<file path="config.mk">
export PLATFORM = sky130hd
export DESIGN_NAME = perm_inverse
export DESIGN_NICKNAME = d
export VERILOG_FILES = /design/src/rtl/perm_inverse.sv
export SDC_FILE = /design/constraint.sdc
export NUM_CORES = 1
export LEC_CHECK = 0
export ABC_AREA = 1
export CAP_MARGIN = 20
export CORE_AREA = 3 3 143 145
export CTS_CLUSTER_SIZE = 14
export DETAILED_ROUTE_END_ITERATION = 10
export DIE_AREA = 0 0 146 148
export GPL_TIMING_DRIVEN = 0
export PLACE_DENSITY = 0.79
export REMOVE_ABC_BUFFERS = 1
export SYNTH_ARGS = -nofsm -noshare
export SYNTH_HDL_FRONTEND = slang
export SYNTH_SLANG_ARGS = --single-unit
</file>
<file path="constraint.sdc">
create_clock -name clk -period 3.59 [get_ports clk]
set_input_delay 0.5385 -clock clk [delete_from_list [all_inputs] [get_ports clk]]
set_output_delay 0.5385 -clock clk [all_outputs]
set_load 0.05 [all_outputs]
</file>
<file path="src/rtl/perm_inverse.sv">
// perm_inverse: restores a permuted frame to original slot order and flags malformed index maps
// Ports: clk/rst (async, active-high), clear (sync abort back to LOAD),
//   in_valid/in_ready/in_data/in_idx (permuted element plus its original slot),
//   out_valid/out_ready/out_data/out_idx/out_last (slots 0..SIZE-1 in order),
//   busy (frame loading or draining), error (bad index seen, held until clear/rst).
// Option PERM_INV_SRCPOS_EN adds out_src: arrival position of the element on out_data.
module perm_inverse #(
  parameter int SIZE   = 8,
  parameter int DATA_W = 32,
  parameter int IDX_W  = $clog2(SIZE)
) (
  input  logic              clk,
  input  logic              rst,
  input  logic              clear,
  input  logic              in_valid,
  output logic              in_ready,
  input  logic [DATA_W-1:0] in_data,
  input  logic [IDX_W-1:0]  in_idx,
  output logic              out_valid,
  input  logic              out_ready,
  output logic [DATA_W-1:0] out_data,
  output logic [IDX_W-1:0]  out_idx,
`ifdef PERM_INV_SRCPOS_EN
  output logic [IDX_W-1:0]  out_src,
`endif
  output logic              out_last,
  output logic              busy,
  output logic              error
);
  typedef enum logic [1:0] {LOAD, DRAIN, ERR} state_t;
  state_t state, state_n;
  logic [DATA_W-1:0] mem [SIZE];
  logic [SIZE-1:0] seen;
  logic [IDX_W-1:0] wr_cnt, rd_ptr;
  logic in_fire, out_fire, bad, full;
  assign in_ready  = state == LOAD;
  assign out_valid = state == DRAIN;
  assign error     = state == ERR;
  assign busy      = (in_ready && wr_cnt != '0) || out_valid;
  assign out_idx   = rd_ptr;
  assign out_last  = out_valid && rd_ptr == IDX_W'(SIZE - 1);
  assign out_data  = out_valid ? mem[rd_ptr] : '0;
  // clear voids any handshake in the same cycle
  assign in_fire   = in_valid && in_ready && !clear;
  assign out_fire  = out_valid && out_ready && !clear;
  assign bad       = 32'(in_idx) >= SIZE || seen[in_idx];
  assign full      = wr_cnt == IDX_W'(SIZE - 1);
  always_comb begin
    state_n = state;
    state_n = clear ? LOAD :
              in_fire ? (bad ? ERR : full ? DRAIN : LOAD) :
              (out_fire && out_last) ? LOAD : state;
  end
  always_ff @(posedge clk or posedge rst)
    if (rst) begin
      state  <= LOAD;
      wr_cnt <= '0;
      rd_ptr <= '0;
      seen   <= '0;
    end else begin
      state <= state_n;
      if (clear) begin
        wr_cnt <= '0;
        rd_ptr <= '0;
        seen   <= '0;
      end else if (in_fire && !bad) begin
        seen[in_idx] <= 1'b1;
        wr_cnt       <= full ? '0 : wr_cnt + 1'b1;
      end else if (out_fire) begin
        rd_ptr <= out_last ? '0 : rd_ptr + 1'b1;
        if (out_last) seen <= '0;
      end
    end
  always_ff @(posedge clk)
    if (in_fire && !bad) mem[in_idx] <= in_data;
`ifdef PERM_INV_SRCPOS_EN
  logic [IDX_W-1:0] src [SIZE];
  always_ff @(posedge clk)
    if (in_fire && !bad) src[in_idx] <= wr_cnt;
  assign out_src = out_valid ? src[rd_ptr] : '0;
`endif
endmodule

</file>
==> flow_metrics.py, run 1 <==
metrics = {
    "sta": {
        "tightest_slew_ps": 663,
        "fmax_ghz": 0.286,
        "post-route-min-period_ps": 3500,
        "finalHoldViolCount": 0,
        "slew_violations": 0,
        "final-setup-viol-count": 0,
        "fin_worst_skew_ps": 14.7,
        "maxSlewHeadroom_pct": 55.7,
        "min_period_over_period_pct": 97.4,
        "rsz0062_at_grt": "false",
    },
    "die": {
        "die_area_sq_um": 21600,
        "fp.coreArea_sq_um": 19300,
        "start_util_pct": 56.8,
        "die_h_microns": 148,
        "io_pins": 80,
        "fp-row-count": 51,
        "die_w_microns": 146,
    },
    "yosys": {
        "synthFlopType": "edfxtp_1",
        "synth_cell_types": 27,
        "synthArstFlopShare_pct": 5.88,
        "synthesis.area_sq_um": 11000,
        "synth.area.top_cells": "edfxtp_1 (70%), nor2_1 (9.1%), o21ai_0 (6.7%), dfrtp_1 (3.6%), o32ai_1 (2.6%)",
        "synth_top_cell_area_share_pct": 70.0,
        "syn_area_per_cell_sq_um": 12.4,
        "synth_edf_count": 256,
        "yosysSeqAreaShare_pct": 73.7,
        "synthCells": 888,
        "yosys.area.top_type": "edfxtp_1",
        "yosys_warnings": 0,
        "ys_ff_latch": 272,
    },
    "global_routing": {
        "grt_pass1_vias": 7058,
        "grt_pass1_wl_microns": 37700,
        "grt_usage_pct": 22.5,
        "grt_max_degree": 94,
        "grt-ovfl-total": 0,
        "antenna_found_initial": 0,
    },
    "clock_tree": {
        "cts_tree": "yes",
        "numClockSinks": 272,
        "cts_max_level": 1,
        "max-clock-path-buffers": 3,
        "ctsRootBufferMaster": "clkbuf_16",
        "clk_latency_ps": 530,
        "clk_pin_slew_ps": 60,
        "cts_buffers": 27,
    },
    "run": {
        "drv_cap": 0,
    },
    "detailed_routing": {
        "wl_microns": 24800,
        "vias": 7302,
        "drtAntennaViolNets": 0,
        "detail_route.wl_per_cell_microns": 19.9,
        "drc": 0,
        "via_per_inst": 5.87,
        "drt_iter0_markers": 681,
        "drt_pass1_iterations": 5,
    },
    "placed_design": {
        "place_inst": 1191,
        "port_buffers": 79,
        "gp_congestion": 0.787,
        "dp_hpwl_microns": 12400,
    },
    "worst_setup_path": {
        "rr_worst_depth": 8,
        "crit_fanout": 78,
        "rrSetupSlack_ps": 920,
        "end_kind": "primary output",
        "cp-start-kind": "flop",
        "crit_top_cell": "nor2_1",
        "cp.required_ps": 3050,
        "cpPeakStageDelay_ps": 580,
        "path_cells": "buf_16, inv_12, buf_16, nor2_1, o32ai_1, nor2_1, nor2_1, buf_2",
        "crit_slowest_cell": "dfrtp_4",
        "r2r-start": "state[1]",
        "worstPathArrival_ps": 2960,
        "crit_type": "flop to primary output",
        "timing.rr.end": "mem[5][20]",
    },
    "worst_hold_path": {
        "hold_path.class": "primary input to asynchronous set/reset pin",
    },
    "final_layout": {
        "n_antenna_cell": 0,
        "area_growth_syn_to_layout_pct": 19.5,
        "mostFrequentLayoutCell": "nor2_1",
        "fillCellCount": 1274,
        "fin_cells": 1243,
        "final_core_util_pct": 67.8,
        "drive_above_1_share_pct": 9.82,
        "final_cell_mix": "nor2_1 (260), edfxtp_1 (256), o21ai_0 (147)",
        "layout.nets": 1004,
    },
    "power_and_ir_drop": {
        "power.total_mw": 7.06,
        "power_density_nw_per_um2": 538,
        "power_leakage_nw": 4.53,
        "irDropWorstVdd_mv": 0.289,
    },
    "outcome": {
        "status": "finished clean",
    },
}
## stage by stage
| step | setup slack [ps] | hold WS (ps) | instance area (sq um) | setup TNS, ps |
|---|---|---|---|---|
| final | 93.0 | 419 | 13100 | 0 |
| after global routing | 4.51 | 476 | 13100 | 0 |
| after CTS | 37.1 | 421 | 13100 | 0 |
| after detailed placement | -257 | 478 | 12200 | -2680 |
| after global placement | -5900 | 463 | 11800 | -532400 |
| after floorplan | -2330 | 452 | 10700 | -79440 |
## state kept, by name (all words and copies together) (netlist names)
| signal | count |
|---|---|
| mem | 256 |
| out_idx | 3 |
| state | 2 |
| wr_cnt | 3 |
| seen | 8 |
## worst max path at each step
stage | slack [ps] | end | startpoint | cells past startpoint
floorplan | -2330 | out_data[1] | out_idx[0] | 5
global placement | -5900 | out_data[16] | out_idx[0] | 6
detailed placement | -260 | out_data[18] | out_idx[0] | 8
CTS | 40 | out_data[27] | out_idx[0] | 8
global route | 5 | out_data[20] | out_idx[0] | 8
finish | 90 | out_data[18] | out_idx[0] | 8
## layout make-up
class | count | area [sq um] | area share [%]
multi-input combinational | 538 | 2600 | 19.8
tap | 265 | 332 | 2.53
inverter | 24 | 109 | 0.830
clock buffer | 32 | 694 | 5.29
sequential | 272 | 8100 | 61.7
clock inverter | 16 | 149 | 1.14
timing repair buffer | 96 | 1140 | 8.66
## critical path, delay by kind of cell (launching register included)
family,cells,cell delay (ps)
buffers and inverters,4,1080
DFF,1,580
and+or+nand+nor,3,430
AOI/OAI and AO/OA,1,320
## per-layer routing
metal	wire (microns)	GRT usage (%)	vias to the layer above
met2	12000	36.9	385
met1	9910	31.0	3515
li1	-	-	3333
met4	754	8.84	0
met5	0	0	-
met3	2110	3.13	69
## timing repair
item / 4_1_cts / 5_1_grt
hold buffers: 0 / 0
setup buffers: 3 / 0
resized for setup: 45 / 30
endpoints found under the setup margin: 32 / 20
cloned: 1 / 0
hold endpoints to repair: 0 / 0
## synth_stat cells (3+ instances only)
| library cell | number |
|---|---|
| nor2_2 | 6 |
| nand2_1 | 32 |
| buf_4 | 4 |
| inv_1 | 21 |
| edfxtp_1 | 256 |
| nand3_1 | 6 |
| nand4_1 | 4 |
| nor3_1 | 4 |
| dfrtp_1 | 16 |
| o21ai_0 | 147 |
| ha_1 | 5 |
| o21ai_1 | 25 |
| buf_2 | 18 |
| clkbuf_1 | 29 |
| o21ai_2 | 3 |
| nor2_1 | 266 |
| o32ai_1 | 32 |
## logic make-up (layout without fill, tap and decap cells)
logic type / after synthesis / count (layout) / share of synthesized area [%]
AND/OR/NAND/NOR: 323 / 323 / 11.7
flip-flops: 272 / 272 / 73.7
adder cells (fa/ha/maj): 5 / 5 / 0.570
buffers and inverters: 78 / 168 / 3.17
AO/OA/AOI/OAI: 210 / 210 / 10.8
## where the power goes
group	switching, mW	internal, mW
Clock	1.12	1.59
Sequential	0.0644	3.53
Combinational	0.484	0.276
Power figures use the tool's default switching activity.
==> inputs of run 2 (changes only) <==
- CORE_AREA: 3 3 143 145 -> 2 2 195 197
- DIE_AREA: 0 0 146 148 -> 0 0 197 199
- PLACE_DENSITY: 0.79 -> 0.48
==> run 2 against run 1 <==
Net effect:
- design area grew 2.0%
- via count down 5.1%
- sequential share of layout area down 1.2 points
- critical path type unchanged
- critical endpoint is now out_data[30]
==> flow_metrics.py, run 2 (synthesis results as in run 1) <==
metrics = {
    "final_layout": {
        "drive_above_1_share_pct": 8.90,
        "fin_cells": 1452,
        "layout.nets": 1006,
        "multi_input_area_sq_um": 2600,
        "mostFrequentLayoutCell": "nor2_1",
        "seq_area_sq_um": 8100,
        "largest_register_ffs": 256,
        "area_growth_syn_to_layout_pct": 21.9,
        "fillCellCount": 3591,
        "regMostFlops": "mem",
        "n_antenna_cell": 0,
        "reg_top3": "mem: 256 flops, seen: 8 flops",
        "final_cell_mix": "nor2_1 (260), edfxtp_1 (256), o21ai_0 (147)",
    },
    "worst_setup_path": {
        "cp.required_ps": 3050,
        "cp-endpoint": "out_data[30]",
        "crit_slowest_cell": "clkdlybuf4s50_1",
        "rrSetupSlack_ps": 1030,
        "path_depth": 5,
        "path_cells": "buf_12, inv_4, o21ai_0, nor2_1, clkdlybuf4s50_1",
        "rr_worst_depth": 8,
        "worstPathArrival_ps": 2900,
        "r2r-start": "state[1]",
        "cp-start-kind": "flop",
        "crit_family": "buffers and inverters",
        "cpPeakStageDelay_ps": 830,
        "cp-startpoint": "out_idx[2]",
        "crit_type": "flop to primary output",
        "crit_buf_inv": 3,
        "end_kind": "primary output",
        "crit_fanout": 33,
        "timing.rr.end": "mem[4][19]",
    },
    "detailed_routing": {
        "wl_microns": 26800,
        "drtAntennaViolNets": 0,
        "vias": 6933,
        "drt_pass1_iterations": 5,
        "drc": 0,
        "drt_iter0_markers": 447,
        "detail_route.wl_per_cell_microns": 18.4,
        "via_per_inst": 4.77,
    },
    "sta": {
        "setup-tns-final_ps": 0,
        "post-route-min-period_ps": 3440,
        "final-setup-viol-count": 0,
        "fmax_ghz": 0.291,
        "tightest_slew_ps": 751,
        "fin_worst_skew_ps": 8.83,
        "finalHoldViolCount": 0,
        "slew_violations": 0,
        "fin_ws_ps": 148,
        "min_period_over_period_pct": 95.9,
        "maxSlewHeadroom_pct": 49.8,
        "rsz0062_at_grt": "false",
    },
    "placed_design": {
        "gp_congestion": 0.733,
        "dp_hpwl_microns": 13900,
        "pre_cts_ws_ps": -185,
        "place_inst": 1400,
        "port_buffers": 79,
    },
    "power_and_ir_drop": {
        "irDropWorstVdd_mv": 0.455,
        "power_leakage_nw": 4.50,
        "p_comb_share_pct": 10.8,
        "clkPwrFrac_pct": 38.5,
        "pwr-share-seq_pct": 50.6,
        "internal_power_mw": 5.41,
        "power_density_nw_per_um2": 528,
        "sw_frac_of_total_pct": 23.4,
        "power.total_mw": 7.07,
        "power_switching_mw": 1.66,
    },
    "global_routing": {
        "grt-ovfl-total": 0,
        "grt_max_degree": 87,
        "grt_pass1_wl_microns": 39900,
        "grt_pass1_vias": 6906,
        "grt_usage_pct": 13.3,
        "antenna_found_initial": 1,
    },
    "run": {
        "drv_cap": 0,
    },
    "clock_tree": {
        "clk_latency_ps": 520,
        "max-clock-path-buffers": 3,
        "clk_pin_slew_ps": 60,
        "ctsRootBufferMaster": "clkbuf_16",
        "cts_buffers": 29,
        "cts_max_level": 1,
        "numClockSinks": 272,
        "cts_tree": "yes",
    },
    "die": {
        "die_w_microns": 197,
        "fp.coreArea_sq_um": 37100,
        "die_area_sq_um": 39200,
        "io_pins": 80,
        "die_h_microns": 199,
        "fp-row-count": 71,
        "start_util_pct": 29.6,
    },
    "worst_hold_path": {
        "hold_path.class": "primary input to asynchronous set/reset pin",
    },
    "outcome": {
        "status": "finished clean",
    },
}
run 2: cell count changes in the layout (fill, tap and decap cells not counted), moves of 4 or more:
cell           previous run  this run
buf_12                    6        11
clkbuf_2                 11         4
dlygate4sd2_1             4        14
buf_16                    8         4
clkbuf_1                  5         9
run 2: metrics by stage:
stage               area [sq um]  hold WS, ps  util [%]
floorplan                  10700          452         -
CTS                        13300          436      35.9
detailed placement         12500          472      33.6
finish                     13400          414      36.0
global placement           12100          469      32.6
global route               13400          472      36.0
run 2: repair_timing:
item | in CTS | in global routing
buffers inserted | 1 | 2
hold buffers | 0 | 0
setup endpoints to repair | 32 | 28
cloned | 0 | 1
resized for setup | 39 | 11
hold endpoints to repair | 0 | 0
run 2: worst min path at each step:
stage / cells past startpoint / end / from / slack, ps
6_report: 2 / seen[0] / rst / 410
5_1_grt: 2 / seen[0] / rst / 470
4_1_cts: 2 / seen[0] / rst / 440
3_5_place_dp: 2 / seen[1] / seen[1] / 470
3_3_place_gp: 2 / seen[2] / seen[2] / 470
2_1_floorplan: 1 / out_idx[0] / rst / 450
run 2: power by group through the flow:
stage	Clock [mW]	Sequential, mW	Combinational, mW
2_1_floorplan	0	3.69	0.385
3_3_place_gp	0	3.76	0.607
3_5_place_dp	0	3.67	0.698
4_1_cts	2.79	3.60	0.723
5_1_grt	2.92	3.58	0.867
6_report	2.72	3.58	0.766
run 2: layout make-up:
class	count	area share (%)
well taps	474	4.43
clock buffers	38	5.68
clock inverters	10	0.729
flip-flops and latches	272	60.5
repair buffers	96	8.48
multi-input cells	538	19.4
inverters	24	0.767
run 2: layer usage:
layer | track usage, % | part of all wire, % | wire length (microns) | up-vias
li1 | - | - | - | 3342
met1 | 18.7 | 49 | 13000 | 3421
met3 | 2.09 | 4.1 | 1100 | 35
met4 | 2.78 | 1.5 | 404 | 2
met5 | 0 | 0.041 | 11 | -
met2 | 22.0 | 46 | 12300 | 133
==> inputs of run 3 (changes only) <==
- ABC_AREA: 1 -> unset
- CORE_AREA: 2 2 195 197 -> 2 2 192 194
- DIE_AREA: 0 0 197 199 -> 0 0 194 196
==> run 3 against run 2 <==
Net effect:
- critical path depth down 1
- register-to-register slack worse by 70 ps
- synthesized cell count down 44%
- cell count down 23%
- non-clock buffer count up 24
- combinational power down 74%
- sequential share of layout area up 0.20 points
- clock power about the same
- via count down 24%
- wire length down 9.4%
==> flow_metrics.py, run 3 <==
metrics = {
    "sta": {
        "holdWs_ps": 398,
        "fin_ws_ps": 155,
        "maxSlewHeadroom_pct": 35.4,
        "slew_violations": 0,
        "fin_worst_skew_ps": 12.2,
        "min_period_over_period_pct": 95.7,
        "fmax_ghz": 0.291,
        "rsz0062_at_grt": "false",
        "final-setup-viol-count": 0,
        "post-route-min-period_ps": 3430,
        "tightest_slew_ps": 962,
        "finalHoldViolCount": 0,
    },
    "clock_tree": {
        "cts_max_level": 1,
        "clk_pin_slew_ps": 60,
        "cts_tree": "yes",
        "max-clock-path-buffers": 3,
        "cts_buffers": 29,
        "hold_buffers": 0,
        "numClockSinks": 272,
        "ctsRootBufferMaster": "clkbuf_16",
        "clk_latency_ps": 540,
    },
    "yosys": {
        "synth_edf_count": 256,
        "syn_area_per_cell_sq_um": 21.2,
        "synthFlopType": "edfxtp_1",
        "ys_ff_latch": 272,
        "synthTopCellsByCount": "edfxtp_1 (256), mux4_2 (64), nor2_1 (44)",
        "synth_cell_types": 36,
        "synthesis.area_sq_um": 10600,
        "yosysSeqAreaShare_pct": 76.1,
        "synthCells": 501,
        "synth.area.top_cells": "edfxtp_1 (72%), mux4_2 (14%), dfrtp_1 (3.8%), mux2i_1 (3.4%), nor2_1 (1.6%)",
        "yosysMostFrequentCell": "edfxtp_1",
        "synthArstFlopShare_pct": 5.88,
        "yosys.area.top_type": "edfxtp_1",
        "yosys_warnings": 0,
        "synth_top_cell_area_share_pct": 72.3,
    },
    "detailed_routing": {
        "drtAntennaViolNets": 0,
        "drt_pass1_iterations": 4,
        "wl_microns": 24300,
        "via_per_inst": 4.73,
        "vias": 5282,
        "drt_iter0_markers": 327,
        "drc": 0,
        "detail_route.wl_per_cell_microns": 21.7,
    },
    "die": {
        "die_h_microns": 196,
        "fp-row-count": 70,
        "die_w_microns": 194,
        "die_area_sq_um": 38000,
        "io_pins": 80,
        "start_util_pct": 29.5,
        "fp.coreArea_sq_um": 36100,
    },
    "global_routing": {
        "grt_usage_pct": 12.7,
        "antenna_found_initial": 2,
        "grt_max_degree": 62,
        "grt-ovfl-total": 0,
        "grt_pass1_wl_microns": 35900,
        "grt_pass1_vias": 5642,
    },
    "worst_setup_path": {
        "worstPathArrival_ps": 2900,
        "cp-start-kind": "flop",
        "crit_fanout": 18,
        "crit_type": "flop to primary output",
        "end_kind": "primary output",
        "cp.required_ps": 3050,
    },
    "final_layout": {
        "multi_input_area_sq_um": 2440,
        "final_core_util_pct": 37.0,
        "mostFrequentLayoutCell": "edfxtp_1",
        "seq_area_sq_um": 8100,
        "fillCellCount": 3317,
        "area_growth_syn_to_layout_pct": 25.4,
        "layout.nets": 673,
        "largest_register_ffs": 256,
        "drive_above_1_share_pct": 25.0,
        "n_antenna_cell": 0,
        "regMostFlops": "mem",
        "final_cell_mix": "edfxtp_1 (256), mux4_2 (64), clkdlybuf4s50_1 (63)",
        "fin_cells": 1116,
        "reg_top3": "mem: 256 flops, seen: 8 flops",
    },
    "placed_design": {
        "port_buffers": 79,
        "dp_hpwl_microns": 16300,
        "pre_cts_ws_ps": 105,
        "place_inst": 1063,
        "gp_congestion": 0.718,
    },
    "power_and_ir_drop": {
        "power.total_mw": 6.41,
        "power_density_nw_per_um2": 480,
        "irDropWorstVdd_mv": 0.325,
        "power_leakage_nw": 4.38,
    },
    "worst_hold_path": {
        "hold_path.class": "primary input to asynchronous set/reset pin",
    },
    "outcome": {
        "status": "finished clean",
    },
    "run": {
        "drv_cap": 0,
    },
}
-- run 3: changes by cell type after synthesis, moves of 19 or more --
cell / before / now
nand2_1: 32 / 5
clkbuf_1: 29 / 10
mux4_2: 0 / 64
o21ai_0: 147 / 0
mux2i_1: 0 / 36
o32ai_1: 32 / 0
o21ai_1: 25 / 1
nor2_1: 266 / 44
-- run 3: cells by family after synthesis --
logic type | after synthesis | synth area share (%)
adders and majority gates | 5 | 0.588
DFF | 272 | 76.1
muxes | 102 | 17.2
and+or+nand+nor | 75 | 3.45
buffers and inverters | 29 | 1.44
AOI/OAI and AO/OA | 18 | 1.25
-- run 3: per-layer routing --
metal	vias up	share of wire (%)	global-route usage (%)	wire [microns]
met5	-	0.066	0	16
met4	2	1.7	2.55	410
met3	32	5.4	2.82	1310
met2	143	48	20.7	11500
met1	2799	45	17.6	11000
li1	2306	-	-	-
-- run 3: area by class of cell --
| cell class | instances | share of cell area, % |
|---|---|---|
| inverters | 5 | 0.141 |
| clock buffers | 34 | 5.58 |
| well taps | 468 | 4.39 |
| repair buffers | 120 | 10.1 |
| flip-flops and latches | 272 | 60.7 |
| clock inverters | 17 | 0.826 |
| multi-input cells | 200 | 18.3 |
-- run 3: final timing paths --
check                      startpoint    endpoint  slack (ps)  cells after the start
min in group clk              seen[2]     seen[2]         550                      1
hold / removal                    rst    state[0]         400                      2
setup / recovery           out_idx[2]    out_last         160                      4
hold reg to reg               seen[2]     seen[2]         550                      1
setup reg to reg             state[0]   mem[3][5]         960                      5
max in group asynchronous         rst  out_idx[1]        2700                      2
-- run 3: worst max-delay path, cell delays in order (launching register included) --
cell and delay [ps]:
dfrtp_2 830, buf_12 300, ha_1 270, and2_1 150, clkdlybuf4s50_1 810
-- run 3: where the power goes --
| group | switching (mW) | internal, mW | total [mW] |
|---|---|---|---|
| sequential | 0.0124 | 3.51 | 3.53 |
| clock | 1.14 | 1.54 | 2.69 |
| combinational | 0.113 | 0.0834 | 0.197 |
-- run 3: per-stage QoR --
step	cell area, sq um	setup TNS, ps
6_report	13300	0
5_1_grt	13300	0
4_1_cts	13300	0
3_5_place_dp	12400	0
3_3_place_gp	11900	-1145970
2_1_floorplan	10500	-156570
-- run 3: repair_timing --
| action | CTS | global route |
|---|---|---|
| endpoints found under the setup margin | 32 | 11 |
| resized for setup | 5 | 11 |
| setup buffers | 2 | 0 |
| hold endpoints to repair | 0 | 0 |
